--- src/rtl/tick_counter_pkg.sv ---
// Shared constants for the tick_counter family: end-of-range behaviour selection.
package tick_counter_pkg;

  localparam bit SAT_WRAP = 1'b0;
  localparam bit SAT_HOLD = 1'b1;

endpackage

--- src/rtl/tick_counter_if.sv ---
// Control and status bundle of tick_counter. master drives controls, slave is the counter.
// Handshake: there is none; every control is a level sampled at each posedge clk,
// load is a one-cycle strobe, and tick/tc are one-cycle registered pulses.
interface tick_counter_if #(
  parameter int COUNT_WIDTH = 4
);
  logic                   en;
  logic                   up;
  logic [COUNT_WIDTH-1:0] count_limit;
  logic                   load;
  logic [COUNT_WIDTH-1:0] load_val;
  logic [COUNT_WIDTH-1:0] count;
  logic                   tick;
  logic                   tc;

  modport master (
    output en, up, count_limit, load, load_val,
    input  count, tick, tc
  );

  modport slave (
    input  en, up, count_limit, load, load_val,
    output count, tick, tc
  );
endinterface

--- src/rtl/tick_counter_tick_gen.sv ---
// Prescaler producing a one-clk enable strobe every PRESCALE enabled cycles.
// clr restarts the period and drops any strobe about to be issued.
module tick_gen #(
  parameter int PRESCALE       = 1000,
  parameter int PRESCALE_WIDTH = 10
) (
  input  logic clk,
  input  logic rst,
  input  logic en,
  input  logic clr,
  output logic tick
);
  import tick_counter_pkg::*;

  localparam logic [PRESCALE_WIDTH-1:0] LAST = PRESCALE_WIDTH'(PRESCALE - 1);

  logic [PRESCALE_WIDTH-1:0] r_pre;
  logic                      r_tick;

  always_ff @(posedge clk) begin
    if (rst || clr) begin
      r_pre  <= '0;
      r_tick <= 1'b0;
    end else if (en) begin
      if (r_pre == LAST) begin
        r_pre  <= '0;
        r_tick <= 1'b1;
      end else begin
        r_pre  <= r_pre + PRESCALE_WIDTH'(1);
        r_tick <= 1'b0;
      end
    end else begin
      r_tick <= 1'b0;
    end
  end

  assign tick = r_tick;
endmodule

--- src/rtl/tick_counter.sv ---
// Up/down counter over 0..count_limit stepped by a prescaler strobe, with load,
// enable, wrap-or-saturate at the range ends and a terminal-count pulse.
module tick_counter #(
  parameter int COUNT_WIDTH    = 4,
  parameter int PRESCALE       = 1000,
  parameter int PRESCALE_WIDTH = 10,
  parameter bit SATURATE       = 1'b0
) (
  input logic         clk,
  input logic         rst,
  tick_counter_if.slave bus
);
  import tick_counter_pkg::*;

  logic                   w_tick;
  logic                   w_step;
  logic                   w_term;
  logic [COUNT_WIDTH-1:0] w_next;
  logic [COUNT_WIDTH-1:0] r_count;
  logic                   r_tc;

  tick_gen #(
    .PRESCALE       (PRESCALE),
    .PRESCALE_WIDTH (PRESCALE_WIDTH)
  ) u_tick_gen (
    .clk  (clk),
    .rst  (rst),
    .en   (bus.en),
    .clr  (bus.load),
    .tick (w_tick)
  );

  assign w_step = w_tick & bus.en & ~bus.load;

  // Up uses >= so a count loaded or left above a lowered limit still terminates.
  assign w_term = bus.up ? (r_count >= bus.count_limit) : (r_count == '0);

  always_comb begin
    w_next = r_count;
    if (w_term) begin
      if (SATURATE == SAT_WRAP) begin
        w_next = bus.up ? '0 : bus.count_limit;
      end
    end else if (bus.up) begin
      w_next = r_count + COUNT_WIDTH'(1);
    end else begin
      w_next = r_count - COUNT_WIDTH'(1);
    end
  end

  always_ff @(posedge clk) begin
    if (rst) begin
      r_count <= '0;
      r_tc    <= 1'b0;
    end else if (bus.load) begin
      r_count <= bus.load_val;
      r_tc    <= 1'b0;
    end else if (w_step) begin
      r_count <= w_next;
      r_tc    <= w_term;
    end else begin
      r_tc    <= 1'b0;
    end
  end

  assign bus.count = r_count;
  assign bus.tick  = w_tick;
  assign bus.tc    = r_tc;
endmodule
--- src/flat_wrapper.sv ---
// flat-port wrapper written by rule: the top's interface ports become plain ports
module tick_counter_flat import tick_counter_pkg::*;
#(
  parameter int COUNT_WIDTH    = 4,
  parameter int PRESCALE       = 1000,
  parameter int PRESCALE_WIDTH = 10,
  parameter bit SATURATE       = 1'b0
)
  (clk, rst, bus_en, bus_up, bus_count_limit, bus_load, bus_load_val, bus_count, bus_tick, bus_tc);
  tick_counter_if #(.COUNT_WIDTH(COUNT_WIDTH)) bus_i ();
  input logic clk;
  input logic rst;
  input wire logic [$bits(bus_i.en)-1:0] bus_en;
  input wire logic [$bits(bus_i.up)-1:0] bus_up;
  input wire logic [$bits(bus_i.count_limit)-1:0] bus_count_limit;
  input wire logic [$bits(bus_i.load)-1:0] bus_load;
  input wire logic [$bits(bus_i.load_val)-1:0] bus_load_val;
  output wire logic [$bits(bus_i.count)-1:0] bus_count;
  output wire logic [$bits(bus_i.tick)-1:0] bus_tick;
  output wire logic [$bits(bus_i.tc)-1:0] bus_tc;
  assign bus_i.en = bus_en;
  assign bus_i.up = bus_up;
  assign bus_i.count_limit = bus_count_limit;
  assign bus_i.load = bus_load;
  assign bus_i.load_val = bus_load_val;
  assign bus_count = bus_i.count;
  assign bus_tick = bus_i.tick;
  assign bus_tc = bus_i.tc;
  tick_counter #(.COUNT_WIDTH(COUNT_WIDTH), .PRESCALE(PRESCALE), .PRESCALE_WIDTH(PRESCALE_WIDTH), .SATURATE(SATURATE)) u_core (.clk(clk), .rst(rst), .bus(bus_i));
endmodule
--- config.mk ---
export PLATFORM = sky130hd
export DESIGN_NAME = tick_counter_flat
export DESIGN_NICKNAME = d
export VERILOG_FILES = /design/src/rtl/tick_counter_pkg.sv /design/src/rtl/tick_counter_if.sv /design/src/rtl/tick_counter_tick_gen.sv /design/src/rtl/tick_counter.sv /design/src/flat_wrapper.sv
export SDC_FILE = /design/constraint.sdc
export NUM_CORES = 1
export LEC_CHECK = 0
export BUFFER_PORTS_ARGS = -buffer_cell sky130_fd_sc_hd__buf_2
export CORE_ASPECT_RATIO = 1.1
export CORE_UTILIZATION = 27
export CTS_CLUSTER_SIZE = 8
export DETAILED_ROUTE_END_ITERATION = 6
export MAX_ROUTING_LAYER = met4
export SYNTH_ARGS = -nofsm -noshare
export SYNTH_HDL_FRONTEND = slang
export SYNTH_SLANG_ARGS = --single-unit
--- constraint.sdc ---
create_clock -name clk -period 3.1 [get_ports clk]
set_input_delay 0.31 -clock clk [delete_from_list [all_inputs] [get_ports clk]]
set_output_delay 0.31 -clock clk [all_outputs]
set_load 0.02 [all_outputs]
Word level (Yosys, flattened, before mapping)
Cells that the tools add are included.
- register bits: 16
- input bits: 13
- output and inout bits: 6
- add/subtract/negate cells: 3
- order comparisons: 1
- equal/unequal tests: 1
- muxes and demuxes: 8
- bitwise gates (word level): 5
- reductions and logical operators: 5
- operators with widths (operator ; number):
    $mux 4 ; 5
    $add 10x1->10 const B ; 1
    $eq 10x10->1 const B ; 1
    $mux 10 ; 1
    $add 4x1->4 const B ; 1
    $ge 4x4->1 ; 1
    $logic_not 4->1 ; 1
    $sub 4x1->4 const B ; 1
    $not 1->1 ; 3
    $reduce_or 3->1 ; 1
    $and 1x1->1 ; 2
    $mux 1 ; 2
    $reduce_bool 2->1 ; 1
    $reduce_or 2->1 ; 1
    $logic_or 1x1->1 ; 1

Logic depth before layout (Yosys ltp)
- depth in word-level cells: 5
- gate-level depth with buffers: 6
- depth with buffers taken out: 6

Cells and area by module
A second synthesis with hierarchy kept.
- cell total of the unflattened synthesis: 115
- area, all modules: 989.7 sq um
- modules (own cells, without submodules) (module ; instances ; cells an instance ; area each (sq um) ; seq. area each (sq um)):
    tick_gen ; 1 ; 55 ; 495.5 ; 220.2
    tick_counter ; 1 ; 60 ; 494.2 ; 100.1

Worst setup path before layout
OpenSTA, ideal clock, no wires.
- path type: reg-to-reg
- from: register u_core.r_count[0] (netlist: u_core.bus.count[0])
- to: register u_core.r_count[3] (netlist: u_core.bus.count[3])
- setup time: 103 ps
- arrival: 1988 ps
- data required time: 2997 ps
- path slack: 1008 ps
- stages on the path, launching flop included: 7
- path buffers: 0
- cell sequence: dfxtp_1 > inv_1 > ha_1 > or3b_4 > a211oi_4 > o211ai_2 > a2111oi_2
- cells in the longest elaborated chain, start to end: 5
- elaborated cells on any way between the ends: 9
- classes of those cells: 2 x add/sub; 1 x order compare; 5 x mux; 1 x reduce/logical
- ends and longest elaborated chain (what ; RTL line ; RTL):
    start, declared ; tick_counter.sv:19 ; logic [COUNT_WIDTH-1:0] r_count;
    start signal, assigned ; tick_counter.sv:56 ; r_count <= bus.load_val;
    start signal, assigned ; tick_counter.sv:59 ; r_count <= w_next;
    $sub 4x1->4, or another cell as far along ; tick_counter.sv:47 ; w_next = r_count - COUNT_WIDTH'(1);
    $mux 4 / $mux 1 (equally long branches) ; tick_counter.sv:44, tick_counter.sv:36 ;
    $mux 4 (*) ; tick_counter.sv:40 ; if (w_term) begin
    $mux 4 (*) ; tick_counter.sv:58 ; end else if (w_step) begin
    $mux 4 (*) ; tick_counter.sv:55 ; end else if (bus.load) begin
Mark *: on every way between the ends. The rest lies on a longest branch, timed or not. The select of a mux whose other input is x is not followed.
A chain may end at the register's enable or synchronous reset.

Final worst setup path
Same ends and word-level chain as after synthesis.

==> results_dict.tcl <==
set metrics [dict create \
    insertion_delay_ns 0.28 \
    clock_sinks 16 \
    drive_above_1_share_pct 20.6 \
    finalPower_uw 442 \
    portBuffers 18 \
    final-setup-viol-count 0 \
    fmax_mhz 471 \
    p_leak_uw 0.000487 \
    tightest_slew_ns 0.376 \
    crit_arrival_ns 2.31 \
    cp.required_ns 3.29 \
    critPathCapture "u_core.bus.count[3]" \
    drc 0 \
    antenna_found_initial 0 \
    io_pins 19 \
    power_per_cell_area_nw_per_um2 383 \
    reg2reg_depth 6 \
    nFillCells 353 \
    synth_cell_types 35 \
    drtIter0Drc 32 \
    yosys-top-cells-area "dfxtp_1 33%, ha_1 9.0%, xor2_1 6.3%, nor2_1 6.2%, xnor2_1 3.6%" \
    viasPerCell 4.97 \
    setup_tns_ns 0 \
    wirelength_microns 2140 \
    reg2reg_to "u_core.bus.count[3]" \
    start_util_pct 28.8 \
    ir_worst_vdd_uv 109 \
    core.rowCount 22 \
    path_max_fanout 6 \
    die_w_microns 59.3 \
    synth_xor_area_share_pct 9.88 \
    synth_nets 132 \
    coreArea_sq_um 3390 \
    final_nets 153 \
    htree_levels 1 \
    critPathKind "flop to flop" \
    die_y_microns 65.0 \
    cp-start-kind "flop" \
    slew_violations 0 \
    hpwl_microns 1730 \
    clock_path_buffers 2 \
    synth_edf_count 0 \
    place_congestion 0.839 \
    yosysTopAreaCell "dfxtp_1" \
    status "finished clean" \
    postCtsSetupRepairBufs 0 \
    final_cells 179 \
    areaGrowthSynthToFinish_pct 18.4 \
    num_vias 889 \
    drv_cap 0 \
    drt-pass1-iter-count 4 \
    hold_path_class "input port to flop" \
    hold-worst-slack_ns 0.282 \
    yosys.area_share.adder_pct 11.0 \
    ys_warn_count 0 \
    hold_viol 0 \
    grt_max_degree 12 \
    fin_crit_ns 2.12 \
    crit_cells 6 \
    avgRoutedWirePerCell_microns 12.0 \
    synth_area_sq_um 975 \
    cts_tree "built" \
    crit_path_start "u_core.bus.count[0]" \
    reg2reg_from "u_core.bus.count[0]" \
    postRouteAntennaNets 0 \
    ys_ff_latch 16 \
    synth_top_family_by_area "simple AND/OR/NAND/NOR gates" \
    diodes 0 \
    critical-path-slowest-cell "dfxtp_1" \
    seq_area_frac_synth_pct 32.9 \
    synth-simple-area-share_pct 24.4 \
    ys.flop_type "dfxtp_1" \
    dieArea_sq_um 3850 \
    worst-r2r-setup-slack_ns 0.98 \
    rsz0062_at_grt "no" \
    track_usage_pct 13.1 \
    grt_pass1_wl_microns 3790 \
    cp-end-kind "flop" \
    clk_pin_slew_ns 0.10 \
    grt_remaining_overflow 0 \
    place_inst 175 \
    fin_crit_sh_pct 68.4 \
    postCtsHoldBufs 0 \
    synth-compound-area-share_pct 16.7 \
    relSlewSlack_pct 74.7 \
    finClkSkew_ns 0.00481 \
    crit_family "compound AO/OA/AOI/OAI gates" \
    cts_made_buffers 3 \
    clockRootBuffer "clkbuf_4" \
    netlist.area_leader.share_pct 32.9 \
    slowest_delay_ns 0.46 \
    grt_pass1_vias 861 \
    muxShareOfSynthArea_pct 2.05 \
    post_cts_resized 0 \
    async_reset_ff_share_pct 0 \
    avgSynthCellArea_sq_um 8.78 \
    critPathBufInv 1 \
    path_cells "inv_1, ha_1, or3b_4, a211oi_4, o211ai_2, a2111oi_2" \
    syn-instance-count 111 \
]
## worst min-delay path by stage
| stage | to | start | cells past startpoint | slack, ns |
|---|---|---|---|---|
| after detailed placement | u_core.u_tick_gen.r_pre[9] | u_core.u_tick_gen.r_pre[9] | 2 | 0.50 |
| final | u_core.bus.count[3] | rst | 2 | 0.28 |
| after CTS | u_core.bus.count[3] | rst | 2 | 0.27 |
| after floorplan | u_core.bus.count[3] | rst | 1 | 0.38 |
| after global routing | u_core.bus.count[3] | rst | 2 | 0.27 |
| after global placement | u_core.u_tick_gen.r_pre[9] | u_core.u_tick_gen.r_pre[9] | 2 | 0.50 |
## cell usage in the layout (no fill, tap or decap), types with 2 or more instances in the layout
| cell type | Yosys | final |
|---|---|---|
| a211oi_1 | 2 | 2 |
| nand3_1 | 3 | 3 |
| ha_1 | 7 | 7 |
| dfxtp_1 | 16 | 16 |
| nand2_1 | 7 | 7 |
| nor2_1 | 16 | 16 |
| mux2i_1 | 2 | 2 |
| nor4_1 | 2 | 2 |
| clkbuf_4 | 0 | 3 |
| a221oi_1 | 2 | 2 |
| xor2_1 | 7 | 7 |
| and2_1 | 2 | 2 |
| nand2b_1 | 2 | 2 |
| inv_1 | 6 | 6 |
| buf_2 | 0 | 18 |
| nand4_1 | 4 | 4 |
| xnor2_1 | 4 | 4 |
| a21oi_1 | 5 | 5 |
| and3_1 | 2 | 2 |
| nor3_1 | 3 | 3 |
| a21o_1 | 2 | 2 |
## worst register-to-register path, delay by kind of cell (launching register included)
family	cells	cell delay, ns
compound gates	3	0.76
flops	1	0.46
buf+inv	1	0.10
fa+ha+maj	1	0.30
simple gates	1	0.39
## layer usage
layer	GRT usage (%)	vias to the layer above	wire length (microns)
li1	-	436	-
met1	16.8	419	989
met2	20.1	30	1020
met3	0.798	4	95
met4	7.44	0	34
met5	-	-	0
## cells in the mapped netlist, types with 3 or more instances
master / instances
a21oi_1: 5
dfxtp_1: 16
ha_1: 7
inv_1: 6
nand2_1: 7
nand3_1: 3
nand4_1: 4
nor2_1: 16
nor3_1: 3
xnor2_1: 4
xor2_1: 7
## report_power, final
group / internal (uW) / total (uW) / leakage (uW) / switching (uW)
registers: 210 / 218 / 0.000130 / 8.61
logic: 37.2 / 84.6 / 0.000336 / 47.4
clock network: 71.4 / 139 / 0.0000210 / 67.7
## registers in the layout (all words and copies together) (netlist names)
register,count
u_core.bus.tc,1
u_core.u_tick_gen.r_pre,10
u_core.u_tick_gen.tick,1
u_core.bus.count,4
## per-stage QoR
stage	worst slack, ns	utilization (%)	cell area, sq um
2_1_floorplan	1.01	-	975
3_3_place_gp	1.09	33.0	1120
3_5_place_dp	0.996	33.0	1120
4_1_cts	0.966	34.1	1150
5_1_grt	0.822	34.1	1150
6_report	0.978	34.1	1150
## area by class of cell
class                   instances  area [sq um]  share of cell area [%]
flip-flops and latches         16           320                    27.8
inverters                       6          22.5                    1.95
repair buffers                 18          90.1                    7.81
clock buffers                   4          36.3                    3.15
well taps                      48          60.1                    5.21
multi-input cells              87           624                    54.1
## logic make-up after synthesis
logic type,Yosys count
AND/OR/NAND/NOR,46
AO/OA/AOI/OAI,20
flip-flops,16
XOR/XNOR,11
buffers and inverters,8
adder cells (fa/ha/maj),8
multiplexers,2
No activity file was read; power rests on OpenSTA's default activity.
